==> src/rtl/stopwatch_ctrl.sv <==
// stopwatch_ctrl
//   Control sequencer for the six-digit stopwatch display datapath.
//   Each button goes through a two-flop synchronizer and a debouncer that
//   emits a one-cycle press pulse. Presses arriving in the same cycle are
//   resolved by priority start > pause > conti > lap. The winning press
//   drives the stopwatch state machine. A free-running divider produces the
//   100 Hz count-enable tick for the digit chain. Everything runs on clk, and
//   every output comes straight from a flop.
//
// Parameters
//   TICK_DIV   clk cycles per count tick (>= 2)
//   DB_CYCLES  stable synchronized cycles needed to accept a button level (>= 1)
//
// Ports
//   clk        system clock
//   rst_all    asynchronous, active-high reset
//   btn_start  raw start button (active-high, asynchronous to clk)
//   btn_pause  raw pause button
//   btn_conti  raw continue button
//   btn_lap    raw lap button (ignored unless STOPWATCH_LAP_EN is defined)
//   tick       one-cycle count enable for the least-significant digit
//   cnt_clr    one-cycle synchronous clear for all digit counters
//   running    high in RUN or LAP
//   disp_hold  high in LAP (display latches frozen)
//   state      FSM state: IDLE=00, RUN=01, PAUSE=10, LAP=11
//
// Build option
//   STOPWATCH_LAP_EN  when defined, builds the lap debouncer and the LAP
//                     state. When undefined, btn_lap is ignored, disp_hold
//                     is tied 0 and state never reads 11.
module stopwatch_ctrl #(
    parameter int TICK_DIV  = 1000000,
    parameter int DB_CYCLES = 1000000
) (
    input  logic       clk,
    input  logic       rst_all,
    input  logic       btn_start,
    input  logic       btn_pause,
    input  logic       btn_conti,
    input  logic       btn_lap,
    output logic       tick,
    output logic       cnt_clr,
    output logic       running,
    output logic       disp_hold,
    output logic [1:0] state
);

    localparam int TW = $clog2(TICK_DIV);
    localparam int DW = (DB_CYCLES > 1) ? $clog2(DB_CYCLES) : 1;
`ifdef STOPWATCH_LAP_EN
    localparam int NB = 4;
`else
    localparam int NB = 3;
`endif

    typedef enum logic [1:0] {
        ST_IDLE  = 2'b00,
        ST_RUN   = 2'b01,
        ST_PAUSE = 2'b10,
        ST_LAP   = 2'b11
    } state_t;

    // Bit order of the button vectors: 0 start, 1 pause, 2 conti, 3 lap
    logic [NB-1:0] btn_raw;
    logic [NB-1:0] press;

`ifdef STOPWATCH_LAP_EN
    assign btn_raw = {btn_lap, btn_conti, btn_pause, btn_start};
`else
    logic unused_lap;
    assign btn_raw    = {btn_conti, btn_pause, btn_start};
    assign unused_lap = btn_lap;
`endif

    // Debouncers. The counter measures how long the synchronized level has
    // differed from the accepted level. Any return to the accepted level
    // restarts the count, so only an uninterrupted run of DB_CYCLES cycles
    // flips the accepted level. Only the rising edge of the accepted level
    // becomes a press pulse.
    for (genvar i = 0; i < NB; i++) begin : g_db
        logic [1:0]    sync;
        logic          level;
        logic          level_d;
        logic          press_q;
        logic [DW-1:0] db_cnt;

        always_ff @(posedge clk or posedge rst_all) begin
            if (rst_all) begin
                sync    <= 2'b00;
                level   <= 1'b0;
                level_d <= 1'b0;
                press_q <= 1'b0;
                db_cnt  <= '0;
            end else begin
                sync    <= {sync[0], btn_raw[i]};
                level_d <= level;
                press_q <= level & ~level_d;
                if (sync[1] == level) begin
                    db_cnt <= '0;
                end else if (db_cnt == DW'(DB_CYCLES - 1)) begin
                    level  <= ~level;
                    db_cnt <= '0;
                end else begin
                    db_cnt <= db_cnt + 1'b1;
                end
            end
        end

        assign press[i] = press_q;
    end

    // The highest-priority press wins. The others in the same cycle are
    // dropped, even when the winner has no effect in the current state.
    logic go_start;
    logic go_pause;
    logic go_conti;
`ifdef STOPWATCH_LAP_EN
    logic go_lap;
`endif

    always_comb begin
        go_start = press[0];
        go_pause = press[1] & ~press[0];
        go_conti = press[2] & ~press[1] & ~press[0];
`ifdef STOPWATCH_LAP_EN
        go_lap   = press[3] & ~press[2] & ~press[1] & ~press[0];
`endif
    end

    state_t st_q;
    state_t st_d;
    logic   clr_d;
    logic [TW-1:0] div_q;

    // Next state. Start is a restart from any state.
    always_comb begin
        st_d  = st_q;
        clr_d = 1'b0;
        if (go_start) begin
            st_d  = ST_RUN;
            clr_d = 1'b1;
        end else begin
            case (st_q)
                ST_RUN: begin
                    if (go_pause) st_d = ST_PAUSE;
`ifdef STOPWATCH_LAP_EN
                    if (go_lap)   st_d = ST_LAP;
`endif
                end
                ST_PAUSE: begin
                    if (go_conti) st_d = ST_RUN;
                end
`ifdef STOPWATCH_LAP_EN
                ST_LAP: begin
                    if (go_pause) st_d = ST_PAUSE;
                    if (go_lap)   st_d = ST_RUN;
                end
`endif
                default: ;
            endcase
        end
    end

    // The state register and the registered outputs. The divider steps on
    // edges where the current state is RUN or LAP. In IDLE/PAUSE it holds
    // its value, so a resume continues from the same fractional phase. A
    // restart clears the divider and masks any tick due on that same edge.
    always_ff @(posedge clk or posedge rst_all) begin
        if (rst_all) begin
            st_q    <= ST_IDLE;
            cnt_clr <= 1'b0;
            running <= 1'b0;
            tick    <= 1'b0;
            div_q   <= '0;
        end else begin
            st_q    <= st_d;
            cnt_clr <= clr_d;
            running <= (st_d == ST_RUN) || (st_d == ST_LAP);
            if (clr_d) begin
                div_q <= '0;
                tick  <= 1'b0;
            end else if ((st_q == ST_RUN) || (st_q == ST_LAP)) begin
                if (div_q == TW'(TICK_DIV - 1)) begin
                    div_q <= '0;
                    tick  <= 1'b1;
                end else begin
                    div_q <= div_q + 1'b1;
                    tick  <= 1'b0;
                end
            end else begin
                tick <= 1'b0;
            end
        end
    end

`ifdef STOPWATCH_LAP_EN
    always_ff @(posedge clk or posedge rst_all) begin
        if (rst_all) disp_hold <= 1'b0;
        else         disp_hold <= (st_d == ST_LAP);
    end
`else
    assign disp_hold = 1'b0;
`endif

    assign state = st_q;

endmodule

==> config.mk <==
export PLATFORM = sky130hd
export DESIGN_NAME = stopwatch_ctrl
export DESIGN_NICKNAME = d
export VERILOG_FILES = /design/src/rtl/stopwatch_ctrl.sv
export SDC_FILE = /design/constraint.sdc
export NUM_CORES = 1
export LEC_CHECK = 0
export ABC_AREA = 1
export CORE_MARGIN = 2
export CORE_UTILIZATION = 55
export CTS_CLUSTER_DIAMETER = 120
export DETAILED_ROUTE_END_ITERATION = 10
export DONT_BUFFER_PORTS = 1
export GPL_TIMING_DRIVEN = 1
export PLACE_DENSITY = 0.72
export SKIP_CTS_REPAIR_TIMING = 1
export SYNTH_ARGS = -nofsm -noshare
export SYNTH_HDL_FRONTEND = slang
export SYNTH_SLANG_ARGS = --single-unit
==> constraint.sdc <==
create_clock -name clk -period 4 [get_ports clk]
set_input_delay 1.2 -clock clk [delete_from_list [all_inputs] [get_ports clk]]
set_output_delay 1.2 -clock clk [all_outputs]
set_load 0.01 [all_outputs]
==> results of run 1 <==
==> registers in the layout, summed over array words and instances, names as in the netlist <==
name and count:
g_db.db_cnt 60, div_q 20, g_db.sync 6, g_db.level 3, g_db.level_d 3, g_db.press_q 3
state 2, cnt_clr 1, tick 1
==> kinds of logic after synthesis <==
logic type,count (synthesis)
AO/OA/AOI/OAI,26
XOR/XNOR,41
adder cells (fa/ha/maj),7
buffers and inverters,85
flip-flops,99
other,1
AND/OR/NAND/NOR,374
==> layout by cell type, fill, tap and decap left out, types with 2 or more instances in the layout <==
cell type	instances
inv_6	2
nand3b_1	5
nor2_4	8
a21oi_1	17
nand2_2	9
inv_1	72
nand3_1	40
inv_2	8
clkbuf_8	10
nand4_1	8
nor2_1	135
dfrtp_1	99
ha_1	7
nor3b_1	3
nand3_2	5
nor3_1	23
xor2_1	31
nand2_1	111
nand2_4	5
nor2_2	21
o211ai_1	2
o21ai_0	5
xnor2_1	10
clkinvlp_4	2
==> per-stage QoR <==
stage / std cells / worst slack (ns) / hold WS, ns / utilization, %
2_1_floorplan: 633 / 0.2096 / 0.3312 / -
3_3_place_gp: 742 / 2.083 / 0.3346 / 57.74
3_5_place_dp: 742 / 2.079 / 0.3426 / 57.74
4_1_cts: 758 / 1.783 / 0.3657 / 59.77
5_1_grt: 758 / 1.753 / 0.3713 / 59.77
6_report: 758 / 1.804 / 0.3597 / 59.77
==> power breakdown <==
part | total [µW] | switching [µW] | internal, µW
Sequential | 1020 | 7.50 | 1010
Clock | 612 | 360 | 252
Combinational | 50.4 | 38.7 | 11.7
==> layer usage <==
metal,part of all wire (%),wire [µm]
met1,47,4329
met2,48,4413
met3,2.7,243
met4,1.7,156
met5,0,0
==> worst paths after layout <==
| path | end |
|---|---|
| min in group asynchronous | g_db[2].db_cnt[3] |
| max reg2reg | state[0] |
| max | running |
| min reg2reg | g_db[0].sync[1] |
| max in group asynchronous | div_q[16] |
| min | g_db[0].sync[1] |
==> final cells by class <==
cell class                      instances  area share (%)
Sequential cell                        99           45.29
Multi-Input combinational cell        449           42.66
Inverter                               82           5.764
Clock buffer                           11           2.585
Tap cell                              111           2.539
Clock inverter                          5          0.8005
Timing Repair Buffer                    1          0.3660
==> flow_metrics.py, run 1 <==
metrics = {
    "clock_network": {
        "ctsRootBufferMaster": "clkbuf_8",
        "cts-htree-levels": 3,
        "cts.sinks": 99,
        "cts_buffers": 9,
        "clock_path_buffers": 2,
        "clk_latency_ns": 0.37,
        "cts_tree": "built",
        "clk_pin_slew_worst_paths_ns": 0.09,
    },
    "synth": {
        "synthAdderAreaFrac_pct": 1.698,
        "syn-instance-count": 633,
        "synth_top_area_share_pct": 48.02,
        "synth_xor_area_share_pct": 6.961,
        "ys_ff_latch": 99,
        "synth.top_cells.by_count": "nor2_1 (135), nand2_1 (111), dfrtp_1 (99), inv_1 (73), nand3_1 (40)",
        "async_flop_share_pct": 100.0,
        "synth_area_leader_cell": "dfrtp_1",
        "syn_area_um2": 5159,
        "avgSynthCellArea_um2": 8.150,
        "synth_edf_count": 0,
        "synthesis.nets": 646,
        "synthFlopType": "dfrtp_1",
        "synthTopCellsByArea": "dfrtp_1 (48%), nor2_1 (9.8%), nand2_1 (8.1%)",
        "synth_top_family_by_area": "simple AND/OR/NAND/NOR gates",
        "synth_mux_area_share_pct": 0,
        "ys_types": 28,
        "synth-compound-area-share_pct": 2.716,
        "ys.warnings.count": 0,
        "yosys.area_share.simple_pct": 33.79,
        "synth.most_common_cell": "nor2_1",
        "synth.yosys.seq_area_share_pct": 48.02,
    },
    "power_and_ir_drop": {
        "p_leak_uw": 0.002453,
        "ir_drop_v": 0.0002402,
        "power_density_nw_per_um2": 307.2,
        "power_uw": 1680,
    },
    "floorplan": {
        "core_area_um2": 9153,
        "row_count": 35,
        "die-area_um2": 10170,
        "die_width_um": 100.8,
        "io_pins": 12,
        "initial_core_util_pct": 56.36,
        "fp.dieH_um": 100.8,
    },
    "timing": {
        "setup_viol": 0,
        "slew_violations": 0,
        "max_freq_mhz": 455.3,
        "maxSlewHeadroom_pct": 56.81,
        "setup_tns_ns": 0,
        "tightest_slew_ns": 0.6478,
        "final_hold_viol_count": 0,
        "finalCriticalPeriod_ns": 2.196,
        "rsz0062_at_grt": "false",
        "finalCritPeriodShare_pct": 54.90,
        "skew_ns": 0.008227,
    },
    "grt": {
        "use_met1_pct": 25.58,
        "top_usage_layer": "met2",
        "antenna_found_initial": 0,
        "met3_usage_pct": 5.201,
        "gr-usage-met2_pct": 33.69,
        "grt_pass1_vias": 3851,
        "grt_start_max_net_pins": 54,
        "grt_pass1_wl_um": 16420,
        "grt_use_total_pct": 20.16,
        "grt.overflow.total": 0,
    },
    "cells_and_area": {
        "area_delta_synth_final_pct": 6.039,
        "multi_input_area_um2": 2333,
        "nets": 655,
        "final_area_um2": 5470,
        "drive_above_1_share_pct": 11.59,
        "num_antenna_cells": 0,
        "regArea_um2": 2477,
        "n_fill_cell": 798,
    },
    "routing": {
        "vias_per_cell": 5.099,
        "ant_nets": 0,
        "drt_pass1_iterations": 4,
        "drc": 0,
        "routed_wl_um": 9143,
        "wl_per_cell_um": 12.06,
        "first_iter_violations": 118,
        "via_count": 3865,
    },
    "job": {
        "cap_violations": 0,
    },
    "placed_design": {
        "dpl.hpwl_um": 6713,
        "place_area_um2": 5285,
        "globalplace.congestion": 0.8709,
        "portBuffers": 0,
    },
    "setup_path": {
        "cp_max_fo": 8,
        "reg2regPathDepth": 7,
        "crit_required_ns": 2.80,
        "critPathLaunchType": "register",
        "reg2reg_slack_ns": 2.37,
        "rr_startpoint": "state[0]",
        "critPathKind": "register to output pin",
        "end_kind": "output pin",
        "cp-startpoint": "state[0]",
        "crit_arrival_ns": 1.00,
        "cp_num_cells": 0,
    },
    "min_path": {
        "min_path_type": "register to register",
        "hold_depth": 0,
        "worstHoldStart": "g_db[0].sync[0]",
    },
    "status": {
        "run_status": "finished, final reports clean",
    },
}
(Power assumes the default switching activity.)
==> run 2: changes to the inputs <==
- clock period: 4 -> 1.94 ns (I/O delays scaled with it)
==> run 2 against run 1 <==
Sequential power is 110% higher. Clock skew is 0.0078 ns higher. Critical path depth is 7 higher. First-iteration DRC count is 1.7% higher. Global-route usage is 0.30 points lower. Via count hardly changed. Sequential share of layout area is 0.15 points higher.
==> flow_metrics.py, run 2 (same netlist as run 1, synthesis figures left out) <==
metrics = {
    "floorplan": {
        "core_area_um2": 9153,
        "row_count": 35,
        "fp.dieH_um": 100.8,
        "initial_core_util_pct": 56.36,
        "io_pins": 12,
        "die-area_um2": 10170,
        "die_width_um": 100.8,
    },
    "min_path": {
        "min_path_type": "primary input to async pin",
    },
    "grt": {
        "grt_pass1_vias": 3686,
        "grt_use_total_pct": 19.86,
        "grt.overflow.total": 0,
        "grt_pass1_wl_um": 16240,
        "grt_start_max_net_pins": 100,
        "antenna_found_initial": 0,
    },
    "clock_network": {
        "ctsRootBufferMaster": "clkbuf_8",
        "clk_pin_slew_worst_paths_ns": 0.09,
        "clk_latency_ns": 0.37,
        "clock_path_buffers": 2,
        "cts-htree-levels": 3,
        "cts.sinks": 99,
        "cts_tree": "built",
        "cts_buffers": 9,
    },
    "timing": {
        "setup_tns_ns": 0,
        "tightest_slew_ns": 0.5108,
        "setup_slack_ns": 0.2806,
        "setup_viol": 0,
        "finalCriticalPeriod_ns": 1.659,
        "max_freq_mhz": 602.6,
        "slew_violations": 0,
        "final_hold_viol_count": 0,
        "rsz0062_at_grt": "false",
        "skew_ns": 0.01599,
        "finalCritPeriodShare_pct": 85.54,
        "maxSlewHeadroom_pct": 65.94,
    },
    "routing": {
        "via_count": 3867,
        "drc": 0,
        "first_iter_violations": 120,
        "vias_per_cell": 5.108,
        "ant_nets": 0,
        "drt_pass1_iterations": 4,
        "routed_wl_um": 9059,
        "wl_per_cell_um": 11.97,
    },
    "cells_and_area": {
        "regArea_um2": 2477,
        "area_delta_synth_final_pct": 5.700,
        "multi_input_area_um2": 2333,
        "num_antenna_cells": 0,
        "drive_above_1_share_pct": 11.61,
        "largest_reg_flops": 60,
        "nets": 655,
        "n_fill_cell": 792,
        "final_common_cell": "nor2_1",
        "top_register": "g_db.db_cnt",
        "top_regs": "g_db.db_cnt x60, div_q x20, g_db.sync x6",
        "mostFrequentLayoutCells": "nor2_1 (135), nand2_1 (111), dfrtp_1 (99)",
    },
    "placed_design": {
        "dpl.hpwl_um": 6425,
        "preCtsSetupSlack_ns": 0.2994,
        "portBuffers": 0,
        "globalplace.congestion": 0.8570,
    },
    "job": {
        "cap_violations": 0,
    },
    "setup_path": {
        "critPathKind": "register to register",
        "timing.rr.end": "state[0]",
        "critPathLaunchType": "register",
        "cp_max_fo": 8,
        "cp-startpoint": "state[0]",
        "crit_arrival_ns": 1.92,
        "reg2regPathDepth": 7,
        "reg2reg_slack_ns": 0.28,
        "rr_startpoint": "state[0]",
        "crit_required_ns": 2.20,
        "end_kind": "register",
    },
    "power_and_ir_drop": {
        "power_density_nw_per_um2": 621.4,
        "ir_drop_v": 0.0006134,
        "p_leak_uw": 0.002441,
    },
    "status": {
        "run_status": "finished, final reports clean",
    },
}
## run 2: final cells by class
cell class                 count  area share [%]
multi-input combinational    449           42.79
timing repair buffer           1          0.3671
clock buffer                   9           2.272
clock inverter                 6          0.7802
inverter                      82           5.805
sequential                    99           45.43
tap                          111           2.547
## run 2: power by group
group / internal (µW) / leakage [µW] / switching, µW
clock: 461 / 0.0000815 / 725
sequential: 2080 / 0.00136 / 15.6
combinational: 24.0 / 0.000998 / 79.6
## run 2: metrics by stage
| stage | instances | hold WS, ns | power (µW) | util [%] | instance area [µm²] |
|---|---|---|---|---|---|
| floorplan | 633 | 0.3312 | 2216 | - | 5162 |
| global placement | 742 | 0.3348 | 2244 | 57.76 | 5286 |
| detailed placement | 742 | 0.3347 | 2248 | 57.76 | 5286 |
| CTS | 757 | 0.2205 | 3435 | 59.58 | 5453 |
| global route | 757 | 0.2107 | 3538 | 59.58 | 5453 |
| finish | 757 | 0.2221 | 3388 | 59.58 | 5453 |
## run 2: critical path, cell delays in order (launching register included)
cell and delay (ns):
dfrtp_1 0.62, inv_1 0.09, ha_1 0.34, inv_1 0.08, nand3_1 0.11, o211ai_1 0.13
a22o_1 0.16, inv_1 0.04
## run 2: how the worst max path moves through the flow
stage | endpoint | slack, ns | depth (start not counted)
2_1_floorplan | cnt_clr | 0.18 | 1
3_3_place_gp | state[0] | 0.40 | 7
3_5_place_dp | state[0] | 0.30 | 7
4_1_cts | state[0] | 0.29 | 7
5_1_grt | state[0] | 0.11 | 7
6_report | state[0] | 0.28 | 7
## run 2: layer usage
layer / vias to the layer above / wire, µm / GRT usage (%)
met1: 1815 / 4470 / 26.61
met4: 0 / 144 / 5.690
li1: 1978 / - / -
met5: - / 0 / 0
met2: 57 / 4160 / 32.26
met3: 17 / 284 / 4.854
==> run 3: changes to the inputs <==
- CORE_ASPECT_RATIO: default -> 1.75
==> run 3 against run 2 <==
Utilization up 2.0 points. Combinational power up 6%. Sequential cell count unchanged. Largest cell class unchanged.
==> flow_metrics.py, run 3 (same netlist as run 1, synthesis figures left out) <==
metrics = {
    "setup_path": {
        "crit_chain": "inv_1, ha_1, inv_1, nand3_1, o211ai_1, a22o_1, inv_1",
        "slowest_delay_ns": 0.62,
        "reg2reg_slack_ns": 0.27,
        "crit_required_ns": 2.19,
        "cp_max_fo": 8,
        "crit_arrival_ns": 1.91,
        "cp_slowest_cell": "dfrtp_1",
        "crit_path_frequent_cell": "inv_1",
        "critPathKind": "register to register",
        "end_kind": "register",
        "critPathLaunchType": "register",
    },
    "floorplan": {
        "die-area_um2": 10200,
        "fp.dieH_um": 132.1,
        "row_count": 46,
        "initial_core_util_pct": 56.73,
        "die_width_um": 77.21,
        "core_area_um2": 9094,
        "io_pins": 12,
    },
    "cells_and_area": {
        "final_common_cell": "nor2_1",
        "top_regs": "g_db.db_cnt x60, div_q x20, g_db.sync x6",
        "top_register": "g_db.db_cnt",
        "mostFrequentLayoutCells": "nor2_1 (135), nand2_1 (111), dfrtp_1 (99)",
        "num_antenna_cells": 0,
        "drive_above_1_share_pct": 11.73,
        "multi_input_area_um2": 2333,
        "regArea_um2": 2477,
        "area_delta_synth_final_pct": 8.513,
        "largest_reg_flops": 60,
        "nets": 656,
        "n_fill_cell": 854,
    },
    "grt": {
        "grt_pass1_wl_um": 17130,
        "grt_pass1_vias": 3919,
        "grt.overflow.total": 0,
        "grt_use_total_pct": 20.81,
        "antenna_found_initial": 0,
        "grt_start_max_net_pins": 45,
    },
    "status": {
        "run_status": "finished, final reports clean",
    },
    "routing": {
        "routed_wl_um": 9613,
        "vias_per_cell": 5.174,
        "drt_pass1_iterations": 7,
        "ant_nets": 0,
        "via_count": 3974,
        "first_iter_violations": 190,
        "wl_per_cell_um": 12.52,
        "drc": 0,
    },
    "placed_design": {
        "dpl.hpwl_um": 7150,
        "portBuffers": 0,
        "globalplace.congestion": 0.8734,
    },
    "timing": {
        "finalCriticalPeriod_ns": 1.666,
        "slew_violations": 0,
        "rsz0062_at_grt": "false",
        "setup_viol": 0,
        "setup_tns_ns": 0,
        "max_freq_mhz": 600.2,
        "final_hold_viol_count": 0,
        "finalCritPeriodShare_pct": 85.88,
        "skew_ns": 0.01314,
    },
    "clock_network": {
        "cts_tree": "built",
        "clock_path_buffers": 2,
        "ctsRootBufferMaster": "clkbuf_16",
        "clk_latency_ns": 0.35,
        "cts.sinks": 99,
        "cts_buffers": 9,
        "clk_pin_slew_worst_paths_ns": 0.07,
        "cts-htree-levels": 3,
    },
    "min_path": {
        "min_path_type": "primary input to async pin",
    },
    "job": {
        "cap_violations": 0,
    },
    "power_and_ir_drop": {
        "power_density_nw_per_um2": 697.5,
        "p_leak_uw": 0.002502,
        "power_uw": 3904,
        "ir_drop_v": 0.0004840,
    },
}
-- run 3: changes by cell type in the layout (fill, tap and decap cells not counted) --
cell,previous run,this run
buf_12,1,2
clkbuf_1,0,1
clkbuf_16,0,9
clkbuf_8,9,1
clkinv_2,2,1
-- run 3: per-layer routing --
metal | vias up | GRT usage [%] | part of all wire (%)
li1 | 1994 | - | -
met1 | 1893 | 23.91 | 40
met2 | 61 | 36.81 | 55
met3 | 26 | 3.288 | 2.3
met4 | 0 | 10.71 | 2.7
met5 | - | 0 | 0
-- run 3: final timing paths --
| check | end | depth (start not counted) | startpoint |
|---|---|---|---|
| min in group clk | g_db[2].sync[0] | 0 | btn_conti |
| max reg2reg | state[0] | 7 | state[0] |
| max in group asynchronous | g_db[0].press_q | 2 | rst_all |
| min reg2reg | g_db[1].sync[1] | 0 | g_db[1].sync[0] |
| min | div_q[2] | 1 | rst_all |
| max | state[0] | 7 | state[0] |
-- run 3: area by class of cell --
| cell class | instances | share of cell area [%] |
|---|---|---|
| Tap cell | 120 | 2.682 |
| Clock inverter | 5 | 0.6705 |
| Clock buffer | 11 | 4.336 |
| Sequential cell | 99 | 44.26 |
| Inverter | 82 | 5.655 |
| Timing Repair Buffer | 2 | 0.7152 |
| Multi-Input combinational cell | 449 | 41.69 |
-- run 3: power by group --
| group | switching, µW | internal [µW] |
|---|---|---|
| clock network | 786 | 910 |
| registers | 14.8 | 2080 |
| logic | 81.8 | 27.8 |
-- run 3: worst max-delay path, delay by kind of cell (launching register included) --
kind	cells	cell delay, ns
fa+ha+maj	1	0.35
buf+inv	3	0.23
compound gates	2	0.26
simple gates	1	0.10
flops	1	0.62
-- run 3: metrics by stage --
stage / instances / setup WS (ns) / hold slack (ns) / area, µm² / utilization (%)
after global routing: 768 / 0.1245 / 0.1040 / 5598 / 61.56
after CTS: 768 / 0.2593 / 0.09792 / 5598 / 61.56
after detailed placement: 752 / 0.2686 / 0.3385 / 5318 / 58.48
final: 768 / 0.2739 / 0.09134 / 5598 / 61.56
after global placement: 752 / 0.3935 / 0.3392 / 5318 / 58.48
after floorplan: 633 / 0.1824 / 0.3312 / 5162 / -
